### src/rtl/tile_match_ram.sv
// rtl/tile_match_ram.sv - tile memory for a pair-matching game, with a command port and a display read port
module tile_match_ram #(
    parameter int                DATA_W    = 8,
    parameter int                DEPTH     = 16,
    parameter int                ADDR_W    = $clog2(DEPTH),
    parameter logic [DATA_W-1:0] CLEAR_VAL = 8'hFF
) (
    input  logic              gameClk,
    input  logic              rstN,
    input  logic              cmdValid,
    output logic              cmdReady,
    input  logic [1:0]        cmdOp,
    input  logic [ADDR_W-1:0] cmdAddrA,
    input  logic [ADDR_W-1:0] cmdAddrB,
    output logic              rspValid,
    input  logic              rspReady,
    output logic [DATA_W-1:0] rspDataA,
    output logic [DATA_W-1:0] rspDataB,
    output logic              rspMatch,
    input  logic [ADDR_W-1:0] dispAddr,
    output logic [DATA_W-1:0] dispData,
    output logic [ADDR_W-1:0] pairsLeft,
    output logic              boardClear,
    output logic              initDone
);

    localparam logic [1:0]        OP_SWAP    = 2'b01;
    localparam logic [1:0]        OP_MATCH   = 2'b10;
    localparam logic [ADDR_W-1:0] LAST_IDX   = ADDR_W'(DEPTH - 1);
    localparam logic [ADDR_W-1:0] PAIRS_INIT = ADDR_W'(DEPTH / 2);

    typedef enum logic [2:0] {
        S_INIT,
        S_IDLE,
        S_READ,
        S_EXEC,
        S_RESP
    } state_t;

    state_t              state;
    state_t              state_nxt;
    logic [ADDR_W-1:0]   init_idx;
    logic [1:0]          op;
    logic [ADDR_W-1:0]   addr_a;
    logic [ADDR_W-1:0]   addr_b;
    logic [DATA_W-1:0]   mem [DEPTH];
    logic                match_ok;
    logic                wr_en;
    logic [DATA_W-1:0]   wr_a_data;
    logic [DATA_W-1:0]   wr_b_data;

    always_ff @(posedge gameClk or negedge rstN) begin
        if (!rstN) state <= S_INIT;
        else       state <= state_nxt;
    end

    always_comb begin
        state_nxt = state;
        unique case (state)
            S_INIT:  if (init_idx == LAST_IDX) state_nxt = S_IDLE;
            S_IDLE:  if (cmdValid) state_nxt = S_READ;
            S_READ:  state_nxt = S_EXEC;
            S_EXEC:  state_nxt = S_RESP;
            S_RESP:  if (rspReady) state_nxt = S_IDLE;
            default: state_nxt = S_INIT;
        endcase
    end

    always_comb begin
        cmdReady = (state == S_IDLE);
        rspValid = (state == S_RESP);
        initDone = (state != S_INIT);
    end

    // rspDataA/B hold the values captured in READ, i.e. the pre-op tile contents
    always_comb begin
        match_ok  = (op == OP_MATCH) && (addr_a != addr_b) &&
                    (rspDataA == rspDataB) && (rspDataA != CLEAR_VAL);
        wr_en     = (state == S_EXEC) &&
                    (((op == OP_SWAP) && (addr_a != addr_b)) || match_ok);
        wr_a_data = (op == OP_SWAP) ? rspDataB : CLEAR_VAL;
        wr_b_data = (op == OP_SWAP) ? rspDataA : CLEAR_VAL;
    end

    always_ff @(posedge gameClk or negedge rstN) begin
        if (!rstN) begin
            init_idx  <= '0;
            op        <= '0;
            addr_a    <= '0;
            addr_b    <= '0;
            rspDataA  <= '0;
            rspDataB  <= '0;
            rspMatch  <= 1'b0;
            pairsLeft <= PAIRS_INIT;
        end else begin
            unique case (state)
                S_INIT: begin
                    init_idx <= (init_idx == LAST_IDX) ? '0 : init_idx + 1'b1;
                end
                S_IDLE: begin
                    if (cmdValid) begin
                        op     <= cmdOp;
                        addr_a <= cmdAddrA;
                        addr_b <= cmdAddrB;
                    end
                end
                S_READ: begin
                    rspDataA <= mem[addr_a];
                    rspDataB <= mem[addr_b];
                end
                S_EXEC: begin
                    rspMatch <= match_ok;
                    if (match_ok && (pairsLeft != '0)) pairsLeft <= pairsLeft - 1'b1;
                end
                default: ;
            endcase
        end
    end

    // Storage has no reset; the INIT sweep alone defines its contents
    always_ff @(posedge gameClk) begin
        if (state == S_INIT) begin
            mem[init_idx] <= DATA_W'(init_idx >> 1);
        end else if (wr_en) begin
            mem[addr_a] <= wr_a_data;
            mem[addr_b] <= wr_b_data;
        end
    end

    // Non-blocking read of the pre-edge array gives read-before-write on collisions
    always_ff @(posedge gameClk or negedge rstN) begin
        if (!rstN) dispData <= '0;
        else       dispData <= mem[dispAddr];
    end

    assign boardClear = (pairsLeft == '0);

endmodule

### config.mk
export PLATFORM = sky130hd
export DESIGN_NAME = tile_match_ram
export DESIGN_NICKNAME = d
export VERILOG_FILES = /design/src/rtl/tile_match_ram.sv
export SDC_FILE = /design/constraint.sdc
export NUM_CORES = 1
export LEC_CHECK = 0
export CORE_MARGIN = 3
export CORE_UTILIZATION = 30
export CTS_CLUSTER_SIZE = 25
export DETAILED_ROUTE_END_ITERATION = 6
export DONT_BUFFER_PORTS = 1
export PLACE_DENSITY = 0.42
export SYNTH_ARGS = -nofsm -noshare
export SYNTH_HDL_FRONTEND = slang
export SYNTH_SLANG_ARGS = --single-unit
### constraint.sdc
create_clock -name gameClk -period 3.07 [get_ports gameClk]
set_clock_uncertainty 0.2 [all_clocks]
set_input_delay 0.614 -clock gameClk [delete_from_list [all_inputs] [get_ports gameClk]]
set_output_delay 0.614 -clock gameClk [all_outputs]
set_load 0.01 [all_outputs]
Word level (Yosys, flattened, before mapping)
Memory sizes are Yosys's and may differ from the RTL's. A register that Yosys moved wholly into a read port is not among the register bits.
Cells that the tools add are included.
Widths: inputs -> output; s select.

operators by class
  add/subtract/negate cells = 2
  multipliers = 0
  div/mod/pow operators = 0
  $lt $le $gt $ge = 0
  equality and inequality tests = 13
  shift-type cells = 0
  mux-type cells = 15
  bitwise gates (word level) = 0
  reduce and logical (&&, ||, !) cells = 18

operators with widths
  operator             count
  $mux 8               3
  $pmux 3 s5           1
  $mux 3               3
  $eq 8x8->1           1
  $mux 4               2
  $ne 8x8->1 const B   1
  $reduce_or 8->1      1
  $eq 3x2->1 const B   2
  $logic_and 1x1->1    6
  $mux 1               6
  $add 4x1->4 const B  1
  $eq 4x4->1 const B   1
  $logic_not 4->1      1
  $ne 2x2->1 const B   2
  $ne 4x4->1           1
  $reduce_and 2->1     2
  $reduce_bool 4->1    1
  $sub 4x1->4 const B  1
  $eq 3x1->1 const B   1
  $eq 3x3->1 const B   1
  $logic_not 1->1      3
  $logic_not 3->1      1
  $reduce_and 3->1     1
  $reduce_bool 3->1    1
  other kinds (4)      4

storage, ports and cells
  flip-flop bits (word level) = 22
  bits in latches = 0
  RAM bits = 128
  bits in read-only memories = 0
  output and inout bits = 33
  logic and storage cells = 56
  memories kept = 1

memories
  name  words  bits a word  read ports  clocked after memory_dff  write ports  line  text
  mem   16     8            3           3                         2            46    logic [DATA_W-1:0] mem [DEPTH];

Depth between registers and ports, before layout
Gate-level depths: netlist of run 1.

  depth in word-level cells = 11
  depth in mapped cells = 9
  mapped depth without buffers = 5

Least setup slack after synthesis of run 1
Ideal clock, no wire load.

  path kind = flip-flop to flip-flop
  from = register rspDataA[6], read port of mem
  to = memory mem[10][0], enable pin
  library setup time = 376 ps
  arrival time = 2214 ps
  data required time = 2494 ps
  path slack = 280 ps
  stages on the path, launching flop included = 10
  clock period less this slack = 2790 ps
  path through = dfrtp_1 > clkbuf_1 > xnor2_1 > o211ai_1 > o21a_1 > or2_1 > buf_6 > buf_6 > buf_6 > o22ai_1

RTL lines
  item         line  text
  from (decl)  17    output logic [DATA_W-1:0] rspDataA,
  to (decl)    46

==> impl_metrics.tcl, run 1 <==
set metrics [dict create \
    drt_wl_total_um 44500 \
    synth_edf_count 128 \
    synth_seq_area_share_pct 43.3 \
    synth_seq_cells 174 \
    synth-compound-area-share_pct 13.6 \
    crit_start "state[1]" \
    syn_nets 1001 \
    drv_cap 0 \
    cp.arrival_ns 2.69 \
    status "finished, final reports clean" \
    worstPathRequired_ns 3.04 \
    area_delta_synth_final_pct 11.8 \
    finalCriticalPeriod_ns 2.71 \
    gp_congestion 0.845 \
    syn_area_per_cell_um2 11.8 \
    synth_top_area_share_pct 33.3 \
    synth-main-ff-cell "edfxtp_1" \
    grt_pass1_wl_um 63500 \
    endpoint "mem[1][3]" \
    p_leak_nw 4.41 \
    grtUsageTotal_pct 21.8 \
    whs_ns 0.0921 \
    initial_utilization_pct 30.6 \
    rr_worst_depth 7 \
    grt_overflow_total 0 \
    clock-root-buffer "clkbuf_16" \
    clock_latency_ns 0.46 \
    cts_setup_buffers 0 \
    muxShareOfSynthArea_pct 27.7 \
    diodes 0 \
    syn_area_mm2 0.0115 \
    cts_buffers 17 \
    path_max_fanout 33 \
    finalPower_w 0.0125 \
    fin_nets 979 \
    ir_worst_vdd_mv 0.476 \
    synth_fa_ha_area_share_pct 0.217 \
    clk_pin_slew_worst_paths_ns 0.07 \
    post-route-drc-count 0 \
    clock-sinks 174 \
    vias_per_cell 5.84 \
    synth_top_family_by_area "multiplexers" \
    grt_max_degree 81 \
    fmax_mhz 369 \
    hold_class "in2reg" \
    crit_path_start_kind "register" \
    ys_async_sr_fraction_pct 26.4 \
    ys_top_cells_by_area "edfxtp_1 33%, mux4_2 20%, dfrtp_1 9.8%" \
    cts.path.max_buffers 2 \
    layout-drive-gt1-share_pct 27.7 \
    r2r-end "mem[1][3]" \
    yosys_warnings 0 \
    ant_nets 0 \
    drtPass1Iterations 5 \
    dieArea_mm2 0.0408 \
    hold_violations 0 \
    placed_cell_area_mm2 0.0123 \
    pin_count 51 \
    synth_xor_area_share_pct 1.33 \
    critPathCaptureType "register" \
    drv_slew 0 \
    rows 71 \
    io_buffers 0 \
    die_w_um 202 \
    worstSetupPathType "reg2reg" \
    finalSetupViolations 0 \
    antenna_found_initial 3 \
    r2r-start "state[1]" \
    place_hpwl_um 29500 \
    syn_inst 981 \
    grt_pass1_vias 8508 \
    fp.coreArea_mm2 0.0378 \
    netlist-cell-type-count 54 \
    utilization_pct 34.2 \
    vias 8665 \
    yosys.area.top_type "edfxtp_1" \
    fin_crit_sh_pct 88.4 \
    setup_tns_ns 0 \
    ff2ff_setup_slack_ns 0.36 \
    finish.instance_area_mm2 0.0129 \
    whs_path_depth 2 \
    wl_per_cell_um 30.0 \
    rsz0062_at_grt "no" \
    tightestPinTransition_ns 0.838 \
    drt_iter0_drc 737 \
    cts_max_level 4 \
    yosys.area_share.simple_pct 8.57 \
    fp.dieH_um 202 \
    maxSlewHeadroom_pct 44.1 \
    cts_tree "yes" \
    p_per_area_mw_per_mm2 967 \
]
-- cells by family after synthesis --
group / count (synthesis)
AO/OA/AOI/OAI: 245
AND/OR/NAND/NOR: 231
multiplexers: 186
flip-flops: 174
buffers and inverters: 128
XOR/XNOR: 15
adder cells (fa/ha/maj): 2
-- registers in the layout, summed over array words and instances, names as in the netlist --
register / flops
mem: 128
dispData: 8
rspDataA: 8
rspDataB: 8
addr_a: 4
addr_b: 4
init_idx: 4
pairsLeft: 4
state: 3
op: 2
rspMatch: 1
-- layer usage --
layer	global-route usage, %	share of wire [%]	up-vias	wire length [um]
met4	7.13	2.8	6	1250
met5	0	0.090	-	40
met3	6.18	8.5	68	3790
li1	-	-	3725	-
met1	30.0	43	4469	19200
met2	33.2	46	397	20300
-- cell usage in the layout (no fill, tap or decap), drive strengths merged, types with 10 or more instances in the layout --
cell | Yosys | final
mux2 | 25 | 25
a31oi | 46 | 46
a221o | 16 | 16
buf | 59 | 77
nand2b | 10 | 10
a21oi | 76 | 76
edfxtp | 128 | 128
nor3 | 24 | 24
inv | 8 | 11
xnor2 | 11 | 11
clkbuf | 60 | 23
o22ai | 16 | 16
nand2 | 122 | 122
nor2 | 47 | 47
mux4 | 104 | 104
dfrtp | 45 | 45
mux2i | 57 | 57
o21ai | 76 | 76
-- worst max-delay path, cell delays in order (launching register included) --
cell and delay (ns):
dfrtp_1 0.48, and3b_1 0.32, o41ai_4 0.15, a21o_4 0.22
or2_4 0.37, buf_12 0.21, o22ai_1 0.25, buf_4 0.21
-- final cells by class --
type                       count  area, um^2
timing repair buffer          78         696
tap                          511         639
clock buffer                  23         512
inverter                       9        33.8
sequential                   174        5000
fill                        3730       24900
multi-input combinational    679        5940
clock inverter                 9        75.1
-- power by group --
| group | total, W | switching, W | leakage [nW] | internal, W |
|---|---|---|---|---|
| logic | 0.00670 | 0.00423 | 2.30 | 0.00247 |
| clock network | 0.00226 | 0.00100 | 0.293 | 0.00126 |
| registers | 0.00351 | 0.000424 | 1.82 | 0.00309 |
-- worst min-delay path by stage --
| stage | endpoint | start |
|---|---|---|
| 2_1_floorplan | addr_a[0] | rstN |
| 3_3_place_gp | dispData[4] | rstN |
| 3_5_place_dp | dispData[4] | rstN |
| 4_1_cts | addr_a[3] | cmdAddrA[3] |
| 5_1_grt | op[0] | cmdOp[0] |
| 6_report | addr_a[3] | cmdAddrA[3] |
-- Yosys cell counts (2+ instances only) --
cell	number
edfxtp_1	128
a221o_1	16
a21oi_2	10
a21oi_1	66
buf_4	3
o22ai_1	16
clkbuf_1	54
a31oi_2	10
o21ai_0	74
nand2_1	122
dfrtp_1	45
nand2b_1	10
o21ai_1	2
nand3_1	6
buf_1	12
nor2_1	47
nand4_1	4
nor2b_1	5
nor4_1	2
buf_2	35
clkbuf_2	6
mux2i_1	57
ha_1	2
mux2_2	25
xor2_2	3
buf_6	9
mux4_2	104
a31oi_1	36
o211ai_2	2
or3_1	5
xnor2_1	11
nor3_1	24
inv_1	8
a21o_1	2
-- through the flow --
stage	cells	setup WS, ns
after global routing	1483	0.286
after CTS	1483	0.338
final	1483	0.357
after floorplan	981	0.280
after global placement	1449	0.367
after detailed placement	1449	0.353
-- what timing repair did --
| action | CTS | global route |
|---|---|---|
| hold buffers | 2 | 0 |
| hold endpoints to repair | 46 | 0 |
| gates resized for setup | 0 | 0 |
(Power assumes the default switching activity.)
==> inputs of run 2 (changes only) <==
Settings changed: SKIP_CTS_REPAIR_TIMING from default to 1.
==> run 2 against run 1 <==
  * Worst hold slack improved by 0.012 ns
  * Power barely moved
  * Core utilization did not move
  * Combinational power barely moved
  * Global-route usage barely moved
  * Sequential share of layout area did not move
  * Largest power group unchanged
  * Die area did not move
==> impl_metrics.tcl, run 2 (same netlist as run 1, synthesis figures left out) <==
set metrics [dict create \
    post-route-drc-count 0 \
    fin_nets 979 \
    finalCriticalPeriod_ns 2.72 \
    setup_tns_ns 0 \
    ant_nets 0 \
    cts_tree "yes" \
    drt_iter0_drc 729 \
    diodes 0 \
    wl_per_cell_um 30.0 \
    grt_max_degree 81 \
    drv_slew 0 \
    hold_violations 0 \
    critPathCaptureType "register" \
    fp.dieH_um 202 \
    area_delta_synth_final_pct 11.8 \
    final_common_cell "edfxtp_1" \
    largest_register "mem" \
    rsz0062_at_grt "no" \
    rows 71 \
    pre_cts_ws_ns 0.353 \
    worstPathRequired_ns 3.04 \
    path_buf_inv 2 \
    setup_ws_ns 0.352 \
    drv_cap 0 \
    cp.arrival_ns 2.69 \
    final_cell_mix "128 x edfxtp_1, 122 x nand2_1, 104 x mux4_2" \
    dieArea_mm2 0.0408 \
    crit_path_start_kind "register" \
    gp_congestion 0.845 \
    fillCellCount 3727 \
    slowest_delay_ns 0.48 \
    vias_per_cell 5.83 \
    drt_wl_total_um 44500 \
    finalSetupViolations 0 \
    placed_cell_area_mm2 0.0123 \
    grtUsageTotal_pct 21.8 \
    antenna_found_initial 3 \
    cts_max_level 4 \
    cts.path.max_buffers 2 \
    hold_class "in2reg" \
    finalPower_w 0.0125 \
    cp_top_family "simple AND/OR/NAND/NOR gates" \
    slowest_stage "dfrtp_1" \
    clk_pin_slew_worst_paths_ns 0.07 \
    layout-drive-gt1-share_pct 27.7 \
    pin_count 51 \
    cts_buffers 17 \
    multi_input_area_mm2 0.00594 \
    worstSetupPathType "reg2reg" \
    fmax_mhz 368 \
    tightestPinTransition_ns 0.846 \
    grt_pass1_vias 8496 \
    clock_latency_ns 0.46 \
    path_max_fanout 33 \
    grt_overflow_total 0 \
    largest_reg_flops 128 \
    die_w_um 202 \
    initial_utilization_pct 30.6 \
    drtPass1Iterations 5 \
    io_buffers 0 \
    path_cells "and3b_1 -> o41ai_4 -> a21o_4 -> or2_4 -> buf_12 -> o22ai_1 -> buf_4" \
    clock-sinks 174 \
    clock-root-buffer "clkbuf_16" \
    p_leak_nw 4.41 \
    place_hpwl_um 29500 \
    maxSlewHeadroom_pct 43.6 \
    fp.coreArea_mm2 0.0378 \
    status "finished, final reports clean" \
    whs_ns 0.104 \
    ir_worst_vdd_mv 0.474 \
    p_per_area_mw_per_mm2 968 \
    finish.instance_area_mm2 0.0129 \
    vias 8647 \
    fin_crit_sh_pct 88.5 \
    grt_pass1_wl_um 63400 \
    seq_area_mm2 0.00500 \
]
## run 2: cell counts in the layout (fill, tap and decap cells not counted)
No cell type changed its count.
## run 2: metal layers
metal	wire length (um)	track usage [%]	vias to the layer above
li1	-	-	3729
met1	19100	30.0	4471
met2	20300	33.2	373
met3	3820	6.20	70
met4	1250	7.13	4
met5	26	0	-
## run 2: cell type report
cell class | instances | share of cell area [%]
Multi-Input combinational cell | 679 | 46.1
Sequential cell | 174 | 38.8
Timing Repair Buffer | 78 | 5.39
Tap cell | 511 | 4.96
Clock buffer | 23 | 3.97
Clock inverter | 9 | 0.582
Inverter | 9 | 0.262
## run 2: metrics by stage
step | util, % | cells
2_1_floorplan | - | 981
3_3_place_gp | 32.5 | 1449
3_5_place_dp | 32.5 | 1449
4_1_cts | 34.1 | 1481
5_1_grt | 34.2 | 1483
6_report | 34.2 | 1483
## run 2: worst paths after layout
| path | slack, ns | cells after the start | start | end |
|---|---|---|---|---|
| max in group asynchronous | 1.91 | 2 | rstN | pairsLeft[3] |
| min in group asynchronous | 0.46 | 2 | rstN | dispData[6] |
| worst max register to register | 0.35 | 7 | state[1] | mem[1][3] |
| worst min register to register | 0.34 | 1 | pairsLeft[3] | pairsLeft[3] |
| worst max-delay path | 0.35 | 7 | state[1] | mem[1][3] |
| worst min-delay path | 0.10 | 2 | cmdAddrA[3] | addr_a[3] |
## run 2: power by group
part           leakage (nW)  switching (W)  internal, W
sequential             1.82       0.000426      0.00309
combinational          2.30        0.00424      0.00247
clock                 0.293        0.00101      0.00126
total                  4.41        0.00567      0.00681
==> inputs of run 3 (changes only) <==
Settings changed: PLACE_DENSITY 0.42 to default.
==> run 3 against run 2 <==
  * The run now ends with DRC left
  * Setup slack gained 0.0035 ns
  * Worst hold slack improved by 0.00089 ns
  * Critical endpoint is now mem[15][4]
  * Largest cell class unchanged
  * Routed wire length is 17% lower
  * Count of clock-buffer cells in the layout is 3 lower
==> impl_metrics.tcl, run 3 (same netlist as run 1, synthesis figures left out) <==
set metrics [dict create \
    wl_per_cell_um 24.9 \
    cts_max_level 4 \
    status "complete, but fails checks" \
    grt_pass1_vias 8455 \
    drtPass1Iterations 7 \
    critPathCaptureType "register" \
    grt_pass1_wl_um 55200 \
    dieArea_mm2 0.0408 \
    path_buf_inv 1 \
    fin_crit_sh_pct 88.4 \
    die_w_um 202 \
    pin_count 51 \
    initial_utilization_pct 30.6 \
    maxSlewHeadroom_pct 51.2 \
    hold_violations 0 \
    tightestPinTransition_ns 0.731 \
    largest_reg_flops 128 \
    drv_slew 0 \
    r2r-end "mem[15][4]" \
    path_cells "and3b_1 -> o41ai_4 -> a21o_4 -> or2_4 -> o22ai_1 -> buf_4" \
    hold_class "in2reg" \
    grt_max_degree 81 \
    rr_worst_depth 6 \
    antenna_found_initial 0 \
    violations "DRC" \
    path_depth 6 \
    finalSetupViolations 0 \
    rows 71 \
    clock-sinks 174 \
    final_cell_mix "128 x edfxtp_1, 122 x nand2_1, 104 x mux4_2" \
    crit_path_start_kind "register" \
    place_hpwl_um 25300 \
    slowest_stage "dfrtp_1" \
    clk_pin_slew_worst_paths_ns 0.07 \
    io_buffers 0 \
    pre_cts_ws_ns 0.371 \
    fmax_mhz 368 \
    final_common_cell "edfxtp_1" \
    path_max_fanout 17 \
    clock_latency_ns 0.45 \
    setup_tns_ns 0 \
    layout-drive-gt1-share_pct 27.7 \
    slowest_delay_ns 0.48 \
    drv_cap 0 \
    r2r-start "state[1]" \
    cp_top_family "compound AO/OA/AOI/OAI gates" \
    drt_iter0_drc 1345 \
    ir_worst_vdd_mv 0.445 \
    area_delta_synth_final_pct 11.6 \
    vias 8640 \
    p_leak_nw 4.40 \
    grtUsageTotal_pct 18.0 \
    p_per_area_mw_per_mm2 930 \
    endpoint "mem[15][4]" \
    cts_tree "yes" \
    cts.path.max_buffers 2 \
    fin_nets 974 \
    finalCriticalPeriod_ns 2.71 \
    clock-root-buffer "clkbuf_16" \
    fp.coreArea_mm2 0.0378 \
    ant_nets 0 \
    fillCellCount 3650 \
    cp.arrival_ns 2.67 \
    cts_buffers 17 \
    post-route-drc-count 4 \
    gp_congestion 0.859 \
    vias_per_cell 5.85 \
    worstPathRequired_ns 3.02 \
    largest_register "mem" \
    diodes 0 \
    fp.dieH_um 202 \
    grt_overflow_total 0 \
    crit_start "state[1]" \
    ff2ff_setup_slack_ns 0.36 \
    whs_path_depth 2 \
    worstSetupPathType "reg2reg" \
    drt_wl_total_um 36700 \
    rsz0062_at_grt "no" \
    setup_ws_ns 0.355 \
]
==> run 3: cell count changes in the layout (fill, tap and decap cells not counted) <==
| cell | change |
|---|---|
| buf_12 | -1 |
| buf_4 | -4 |
| clkbuf_1 | -2 |
| clkbuf_16 | -1 |
| clkinv_1 | -2 |
| clkinv_2 | -2 |
| clkinv_4 | -1 |
| clkinv_8 | +1 |
| inv_4 | -1 |
| inv_6 | +7 |
| inv_8 | +1 |
==> run 3: power by group <==
group          internal [W]  switching [W]  total, W  leakage, nW
clock network       0.00125        0.00102   0.00227        0.303
logic               0.00241        0.00372   0.00614         2.28
registers           0.00309       0.000481   0.00357         1.82
total               0.00675        0.00523    0.0120         4.40
==> run 3: worst min path at each step <==
stage,to,startpoint,slack [ns]
floorplan,addr_a[0],rstN,0.12
global placement,pairsLeft[1],rstN,0.12
detailed placement,pairsLeft[2],rstN,0.12
CTS,pairsLeft[0],rstN,-0.36
global route,op[1],cmdOp[1],0.10
finish,addr_a[3],cmdAddrA[3],0.10
==> run 3: worst register-to-register path, cell delays in order, from the launching register on <==
cell and delay, ns:
dfrtp_1 0.48, and3b_1 0.35, o41ai_4 0.16, a21o_4 0.23
or2_4 0.35, o22ai_1 0.40, buf_4 0.25
==> run 3: routing by layer <==
metal,track usage (%),vias up,share of wire (%)
li1,-,3723,-
met1,23.3,4347,38
met2,30.0,500,49
met3,3.75,70,9.2
met4,6.73,0,3.1
met5,0,-,0
==> run 3: through the flow <==
step	cells	area [um^2]	util [%]	hold WS (ns)	power, W
3_3_place_gp	1444	12200	32.4	0.119	0.00956
6_report	1478	12900	34.1	0.105	0.0120
2_1_floorplan	981	11500	-	0.118	0.00768
5_1_grt	1478	12900	34.1	0.103	0.0125
3_5_place_dp	1444	12200	32.4	0.120	0.00961
4_1_cts	1476	12800	34.0	-0.359	0.0119
==> run 3: cell type report <==
cell class	instances	area (um^2)	share of cell area (%)
multi-input combinational	679	5940	46.1
tap	511	639	4.97
clock buffer	20	479	3.72
timing repair buffer	73	646	5.02
sequential	174	5000	38.9
clock inverter	12	131	1.02
inverter	9	33.8	0.263
